--- config.mk ---
export PLATFORM = sky130hd
export DESIGN_NAME = mem_region_router
export DESIGN_NICKNAME = d
export VERILOG_FILES = /design/src/rtl/mem_region_router_pkg.sv /design/src/rtl/router_tag_fifo.sv /design/src/rtl/mem_region_router.sv
export SDC_FILE = /design/constraint.sdc
export NUM_CORES = 1
export LEC_CHECK = 0
export BUFFER_PORTS_ARGS = -buffer_cell sky130_fd_sc_hd__buf_2
export CAP_MARGIN = 40
export CORE_AREA = 4 4 108 110
export CTS_CLUSTER_DIAMETER = 100
export DETAILED_ROUTE_END_ITERATION = 6
export DIE_AREA = 0 0 112 114
export PLACE_DENSITY = 0.68
export SYNTH_ARGS = -nofsm -noshare
export SYNTH_HDL_FRONTEND = slang
export SYNTH_SLANG_ARGS = --single-unit
--- constraint.sdc ---
create_clock -name clk -period 3.5 [get_ports clk]
set_input_delay 0.175 -clock clk [delete_from_list [all_inputs] [get_ports clk]]
set_output_delay 0.175 -clock clk [all_outputs]
set_load 0.02 [all_outputs]
--- src/rtl/mem_region_router_pkg.sv ---
// Shared configuration types for the memory region router: region
// descriptors, routing tags and the address-match helper.
package mem_region_router_pkg;

    // Largest supported number of downstream regions.
    localparam int MAX_REGIONS  = 8;
    localparam int REGION_IDX_W = $clog2(MAX_REGIONS);
    // Width of the routing tag: region index plus unmapped flag.
    localparam int TAG_W        = REGION_IDX_W + 1;
    // Descriptor addresses are held wide so any ADDR_W up to 64 fits.
    localparam int DESC_ADDR_W  = 64;

    // One region: it matches every address whose bits at and above
    // bit_check equal the same bits of base.
    typedef struct packed {
        logic [DESC_ADDR_W-1:0] base;
        logic [7:0]             bit_check;
    } region_desc_t;

    // Remembered per accepted request so its response can be routed back.
    typedef struct packed {
        logic                    unmapped;
        logic [REGION_IDX_W-1:0] region;
    } route_tag_t;

    // True when addr falls inside the region described by desc.
    function automatic logic region_hit(input logic [DESC_ADDR_W-1:0] addr,
                                        input region_desc_t           desc);
        logic [DESC_ADDR_W-1:0] mask;
        mask = ~((DESC_ADDR_W'(1) << desc.bit_check) - DESC_ADDR_W'(1));
        return ((addr ^ desc.base) & mask) == '0;
    endfunction

endpackage

--- src/rtl/router_tag_fifo.sv ---
// Small circular FIFO of routing tags. Pointers wrap modulo DEPTH
// (a power of two); count runs 0..DEPTH. A push while full is dropped.
module router_tag_fifo #(
    parameter int DEPTH = 4,
    parameter int TAG_W = 4
) (
    input  logic                   clk,
    input  logic                   rst,
    input  logic                   push_i,
    input  logic                   pop_i,
    input  logic [TAG_W-1:0]       tag_i,
    output logic [TAG_W-1:0]       head_o,
    output logic                   empty_o,
    output logic                   full_o,
    output logic [$clog2(DEPTH):0] count_o
);

    localparam int PTR_W = $clog2(DEPTH);

    logic [TAG_W-1:0] mem_q [DEPTH];
    logic [PTR_W-1:0] wr_ptr_q, wr_ptr_d;
    logic [PTR_W-1:0] rd_ptr_q, rd_ptr_d;
    logic [PTR_W:0]   count_q, count_d;
    logic             do_push, do_pop;

    assign empty_o = (count_q == '0);
    assign full_o  = (count_q == (PTR_W+1)'(DEPTH));
    assign count_o = count_q;
    assign head_o  = mem_q[rd_ptr_q];
    assign do_push = push_i && !full_o;
    assign do_pop  = pop_i && !empty_o;

    // Next pointer and occupancy values from this cycle's push/pop.
    always_comb begin
        wr_ptr_d = wr_ptr_q;
        rd_ptr_d = rd_ptr_q;
        count_d  = count_q;
        if (do_push) wr_ptr_d = wr_ptr_q + 1'b1;
        if (do_pop)  rd_ptr_d = rd_ptr_q + 1'b1;
        case ({do_push, do_pop})
            2'b10:   count_d = count_q + 1'b1;
            2'b01:   count_d = count_q - 1'b1;
            default: count_d = count_q;
        endcase
    end

    // Pointer and count registers; reset empties the FIFO.
    always_ff @(posedge clk) begin
        if (rst) begin
            wr_ptr_q <= '0;
            rd_ptr_q <= '0;
            count_q  <= '0;
        end else begin
            wr_ptr_q <= wr_ptr_d;
            rd_ptr_q <= rd_ptr_d;
            count_q  <= count_d;
        end
    end

    // Tag storage; contents are only meaningful between the pointers.
    always_ff @(posedge clk) begin
        if (do_push) mem_q[wr_ptr_q] <= tag_i;
    end

endmodule

--- src/rtl/mem_region_router.sv ---
// Routes upstream memory requests to one of NUM_REGIONS targets by
// address and returns their responses upstream in request order.
// Handshakes: a transfer happens on a rising edge where valid and ready
// are both high; a source holds valid and its payload until that edge,
// and ready may depend combinationally on valid and payload.
module mem_region_router
    import mem_region_router_pkg::*;
#(
    parameter int NUM_REGIONS     = 3,
    parameter int ADDR_W          = 32,
    parameter int DATA_W          = 32,
    parameter int MAX_OUTSTANDING = 4,
    parameter logic [NUM_REGIONS-1:0][ADDR_W-1:0] REGION_BASE =
        {32'h00030000, 32'h00020000, 32'h00020000},
    parameter logic [NUM_REGIONS-1:0][7:0] REGION_BIT_CHECK =
        {8'd16, 8'd15, 8'd16}
) (
    input  logic                          clk,
    input  logic                          rst,
    input  logic                          req_valid,
    output logic                          req_ready,
    input  logic [ADDR_W-1:0]             req_addr,
    input  logic                          req_we,
    input  logic [DATA_W/8-1:0]           req_be,
    input  logic [DATA_W-1:0]             req_wdata,
    output logic [NUM_REGIONS-1:0]        tgt_valid,
    input  logic [NUM_REGIONS-1:0]        tgt_ready,
    output logic [ADDR_W-1:0]             tgt_addr,
    output logic                          tgt_we,
    output logic [DATA_W/8-1:0]           tgt_be,
    output logic [DATA_W-1:0]             tgt_wdata,
    input  logic [NUM_REGIONS-1:0]        tgt_rsp_valid,
    output logic [NUM_REGIONS-1:0]        tgt_rsp_ack,
    input  logic [NUM_REGIONS*DATA_W-1:0] tgt_rsp_rdata,
    output logic                          rsp_valid,
    input  logic                          rsp_ready,
    output logic [DATA_W-1:0]             rsp_rdata,
    output logic                          rsp_err,
    output logic [$clog2(MAX_OUTSTANDING):0] outstanding
);

    region_desc_t            desc [NUM_REGIONS];
    logic [REGION_IDX_W-1:0] winner;
    logic                    mapped;
    logic                    win_ready;
    logic                    fifo_full, fifo_empty;
    logic                    push, pop;
    route_tag_t              push_tag, head_tag;

    for (genvar g = 0; g < NUM_REGIONS; g++) begin : g_desc
        assign desc[g].base      = DESC_ADDR_W'(REGION_BASE[g]);
        assign desc[g].bit_check = REGION_BIT_CHECK[g];
    end

    // Request fields are broadcast; only the selected target sees valid.
    assign tgt_addr  = req_addr;
    assign tgt_we    = req_we;
    assign tgt_be    = req_be;
    assign tgt_wdata = req_wdata;

    // Address decode; scanning downward leaves the lowest matching index.
    always_comb begin
        winner = '0;
        mapped = 1'b0;
        for (int i = NUM_REGIONS - 1; i >= 0; i--) begin
            if (region_hit(DESC_ADDR_W'(req_addr), desc[i])) begin
                winner = REGION_IDX_W'(i);
                mapped = 1'b1;
            end
        end
    end

    // Ready of the selected target; unmapped requests never wait on one.
    always_comb begin
        win_ready = 1'b1;
        for (int i = 0; i < NUM_REGIONS; i++) begin
            if (mapped && winner == REGION_IDX_W'(i)) win_ready = tgt_ready[i];
        end
    end

    // Per-target valid; a full tag FIFO blocks new requests even if a
    // response retires in the same cycle.
    always_comb begin
        tgt_valid = '0;
        for (int i = 0; i < NUM_REGIONS; i++) begin
            tgt_valid[i] = !rst && req_valid && !fifo_full && mapped &&
                           (winner == REGION_IDX_W'(i));
        end
    end

    assign req_ready = !rst && !fifo_full && win_ready;
    assign push      = req_valid && req_ready;
    assign push_tag  = '{unmapped: !mapped, region: winner};

    router_tag_fifo #(
        .DEPTH (MAX_OUTSTANDING),
        .TAG_W (TAG_W)
    ) u_tag_fifo (
        .clk     (clk),
        .rst     (rst),
        .push_i  (push),
        .pop_i   (pop),
        .tag_i   (push_tag),
        .head_o  (head_tag),
        .empty_o (fifo_empty),
        .full_o  (fifo_full),
        .count_o (outstanding)
    );

    // Response path follows the oldest tag only; other regions' responses
    // stay pending (unacked) until their tag reaches the head.
    always_comb begin
        rsp_valid   = 1'b0;
        rsp_rdata   = '0;
        rsp_err     = 1'b0;
        tgt_rsp_ack = '0;
        if (!rst && !fifo_empty) begin
            if (head_tag.unmapped) begin
                rsp_valid = 1'b1;
                rsp_err   = 1'b1;
            end else begin
                for (int i = 0; i < NUM_REGIONS; i++) begin
                    if (head_tag.region == REGION_IDX_W'(i)) begin
                        rsp_valid = tgt_rsp_valid[i];
                        rsp_rdata = tgt_rsp_rdata[i*DATA_W +: DATA_W];
                    end
                end
                for (int i = 0; i < NUM_REGIONS; i++) begin
                    tgt_rsp_ack[i] = (head_tag.region == REGION_IDX_W'(i)) &&
                                     rsp_valid && rsp_ready;
                end
            end
        end
    end

    assign pop = rsp_valid && rsp_ready;

endmodule

After elaboration in Yosys (flattened, before gate mapping)
Memories as Yosys holds them, arrays and structs flattened. A register that Yosys moved wholly into a read port is not among the register bits.
Cells that the tools add are included.
Operators by class
  muxes and demuxes: 30
  equal/unequal tests: 7
  bitwise logic cells: 2
  $add $sub $neg: 4
  reduce and logical (&&, ||, !) cells: 33
Operator list (number)
  64-bit logical NOT: 3
  32-bit 2-to-1 mux: 5
  1-bit logical AND: 22
  1-bit 2-to-1 mux: 17
  3-bit logical NOT: 3
  3-bit 2-to-1 mux: 3
  2-bit 2-to-1 mux: 4
  3-bit by 1-bit equality test with 1-bit output (second input constant): 2
  3-bit by 2-bit equality test with 1-bit output (second input constant): 2
  3-bit case mux with 2 select lines: 1
  2-bit by 1-bit adder with 2-bit output (second input constant): 2
  1-bit logical NOT: 4
  3-bit by 1-bit adder with 3-bit output (second input constant): 1
  3-bit equality test (second input constant): 1
  3-bit by 1-bit subtractor with 3-bit output (second input constant): 1
  2-bit by 1-bit equality test with 1-bit output (second input constant): 1
  2-bit equality test (second input constant): 1
  2-bit inverter: 1
  2-bit nonzero test: 1
  1-bit inverter: 1
Word-level totals
  memories: 1
  register bits: 7
  logic and storage cells: 80
  memory bits (writable): 16
  input bits: 175
  output and inout port bits: 113
Memory list
  u_tag_fifo.mem_q: words 4, bits a word 4, rd ports 1, clocked after Yosys merged registers in 1, wr ports 1, RTL line router_tag_fifo.sv:20  | logic [TAG_W-1:0] mem_q [DEPTH];

Longest topological paths before layout
  depth in word-level cells: 15
  mapped depth: 12
  mapped depth without buffers: 10

By module
Synthesis repeated with hierarchy kept, for this count alone.
Unflattened totals
  cells, all modules: 293
  area, all modules: 2428.6 um2
By module, submodules not included
  mem_region_router: sequential area each 0.0 um2, times used 1, area an instance 1372.6 um2, cells an instance 219
  router_tag_fifo: sequential area each 660.6 um2, times used 1, area an instance 1056.0 um2, cells an instance 74

Worst setup path before layout
Ideal clock, no wire load.
  kind: reg-to-reg
  start point: reg (tool-made name)
  end point: reg u_tag_fifo.count_q[2], in the netlist u_tag_fifo.count_o[2]
  setup time: 0.070 ns
  arrival: 3.069 ns
  setup slack: 0.361 ns
  required time: 3.430 ns
  cell stages (with the launch flop): 12
  clock period less this slack: 3.139 ns
  buffers on the path: 1
  cell sequence: dfxtp_1 mux4_1 nor3b_1 a221o_1 and2_4 buf_6 ha_1 inv_1 fa_1 xor2_1 or3_1 a21oi_1
RTL lines
  end signal, assigned: RTL line router_tag_fifo.sv:56  | count_q <= count_d;
  end, declared: RTL line router_tag_fifo.sv:23  | logic [PTR_W:0] count_q, count_d;

==> impl_metrics.yaml <==
synthesis:
  synthXorXnorAreaFrac_pct: 1.05
  yosys.area_share.simple_pct: 21.3
  syn_inst: 306
  ys_types: 36
  synth.area.mux_share_pct: 19.2
  synthFlopType: "edfxtp_1"
  synth_async_sr_flop_share_pct: 0
  synth_top_family_by_area: "buffers and inverters"
  yosys.area.top_type: "buf_4"
  synth_area_um2: 2500
  synth-seq-area-share_pct: 21.7
  synth_seq_cells: 21
  synthTopCellsByCount: "buf_4 (71), and2_1 (36), mux2i_1 (36), nand2_1 (36), o21ai_0 (33)"
  synth_area_leaders: "buf_4 (21%), mux2i_1 (14%), edfxtp_1 (14%)"
  synth-edff-count: 12
  synth_compound_area_share_pct: 8.37
  synth-adder-area-share_pct: 3.31
  synth_top_area_share_pct: 21.4
  synth_area_per_cell_um2: 8.16
  yosysWarnings: 0
  synth.most_common_cell: "buf_4"
global_routing:
  grt_max_degree: 35
  grt_pass1_wl_mm: 13.1
  gr-total-overflow: 0
  antenna_found_initial: 6
  met2_usage_pct: 22.8
  grt.met3_usage_pct: 5.36
  busiest_layer: "met2"
  grt_util_met1_pct: 14.0
  grt_pass1_vias: 2579
  globalRouteTotalUtil_pct: 13.0
power_and_ir_drop:
  ir_drop_mv: 0.300
  p_leak_nw: 1.58
  cellPowerDensity_nw_per_um2: 329
routing:
  totalWireLength_mm: 8.89
  drtIter0Drc: 104
  vias_per_cell: 4.49
  dr_total_vias: 2481
  drt_pre_antenna_iters: 4
  drtAntennaViolNets: 0
  drcViolationCount: 0
  wl_per_cell_um: 16.1
sta:
  setup_viol: 0
  skew_ns: 0.000845
  drv_slew: 0
  rsz0062_at_grt: "false"
  layout_setup_ws_ns: 0.546
  post-route-period-util_pct: 84.4
  max_freq_ghz: 0.339
  worst_pin_slew_ns: 0.587
  hold_viol_final: 0
  fin_crit_ns: 2.95
  timing.setup.tns_ns: 0
  maxSlewHeadroom_pct: 60.9
finish:
  fin_nets: 594
  utilization_pct: 28.7
  syn_to_final_growth_pct: 23.0
  fin_cells: 552
  stdcell_area_um2: 3070
  drive_gt1_share_pct: 47.1
  diodes: 0
setup_path:
  critical-path-slowest-cell: "mux4_2"
  critical_path_buf_inv_count: 1
  end_kind: "register"
  start_kind: "register"
  path_max_fanout: 4
  path_delay_family: "multiplexers"
  cp_data_arrival_time_ns: 3.14
  criticalPathCategory: "reg -> reg"
  critPathMaxStageDelay_ns: 0.57
  crit_chain: "mux4_2, mux2_4, a221o_1, and2_4, ha_1, inv_1, fa_1, xor2_1, or3_1, a21oi_1"
  critical_path_required_ns: 3.68
cts:
  cts_buffers: 3
  cts-root-buf: "clkbuf_8"
  hold_buffers: 0
  cts_buffer_depth: 2
  cts_tree: "built"
  post-cts-setup-buffers: 0
  cts_sinks: 21
  post_cts_resize_count: 0
  cts_max_level: 1
  path_clk_slew_ns: 0.07
  clock_latency_ns: 0.25
floorplan:
  dieHeight_um: 114
  rows: 38
  ios: 288
  die-width_um: 112
  die_area_um2: 12800
  core-area_um2: 10700
  start_util_pct: 23.3
job:
  cap_violations: 0
placed_design:
  port_buffers: 179
  dpl_cell_area_um2: 3020
  gp_congestion: 0.725
  dp_slack_ns: 0.552
  dp_hpwl_mm: 7.75
  placed_cells: 548
hold_path:
  hold_class: "in -> reg"
outcome:
  outcome: "complete, no violations"
-- layout by cell type (no fill, tap or decap) --
master and n:
buf_2 179, mux2i_1 36, nand2_1 36, and2_1 36
o21ai_0 33, edfxtp_1 12, dfxtp_1 9, inv_1 7
nor2_1 7, nor3_1 6, ha_1 5, conb_1 5
nor2b_1 4, buf_4 4, mux4_2 3, clkbuf_8 3
nor3b_1 2, nor4_1 2, nor4b_1 2, a21oi_1 2
xor2_1 2, nand2b_1 2, mux2_4 1, mux4_1 1
a221o_1 1, and2_4 1, nand4_1 1, nor3_2 1
mux2_2 1, a31oi_1 1, o211a_1 1, o21a_1 1
xnor2_1 1, or3_1 1, nand3_1 1, fa_1 1
clkinvlp_4 1
-- kinds of logic (layout without fill, tap and decap cells) --
family,Yosys count,after routing
simple gates,102,102
buf+inv,92,194
mux,42,42
compound gates,39,39
flops,21,21
fa+ha+maj,6,6
xor+xnor,3,3
other cells,1,5
-- path summary, 6_finish.rpt --
check / from / to / slack [ns] / cells past startpoint
min: rst / u_tag_fifo.wr_ptr_q[1] / 0.25 / 2
min reg2reg: u_tag_fifo.rd_ptr_q[1] / u_tag_fifo.rd_ptr_q[1] / 0.47 / 1
max reg2reg: register / u_tag_fifo.count_o[2] / 0.55 / 10
max: register / u_tag_fifo.count_o[2] / 0.55 / 10
-- state kept, by name (all words and copies together) (netlist names), named ones only --
name,cells
u_tag_fifo.rd_ptr_q,2
u_tag_fifo.mem_q,12
u_tag_fifo.count_o,3
u_tag_fifo.wr_ptr_q,2
-- stage by stage --
step / hold slack, ns / power (W)
after floorplan: 0.385 / 0.000785
after global placement: 0.350 / 0.000852
after detailed placement: 0.350 / 0.000870
after CTS: 0.234 / 0.00102
after global routing: 0.269 / 0.00109
final: 0.247 / 0.00101
-- per-layer routing --
metal | up-vias | share of wire, %
li1 | 1170 | -
met1 | 1105 | 36
met2 | 172 | 49
met3 | 28 | 12
met4 | 6 | 3.1
met5 | - | 0.32
-- cell type report --
type                       instances  area, um^2
fill                            1186        7630
multi-input combinational        197        1350
timing repair buffer             183         926
sequential                        21         541
tap                              140         175
clock buffer                       3        41.3
inverter                           7        26.3
clock inverter                     1        7.51
-- report_power, final --
| group | internal (W) | leakage [nW] | switching [W] | total, W |
|---|---|---|---|---|
| Clock | 0.0000801 | 0.0217 | 0.0000727 | 0.000153 |
| Sequential | 0.000282 | 0.189 | 0.0000240 | 0.000306 |
| Combinational | 0.000242 | 1.37 | 0.000309 | 0.000550 |
| Total | 0.000603 | 1.58 | 0.000406 | 0.00101 |
No activity file was read; power rests on OpenSTA's default activity.
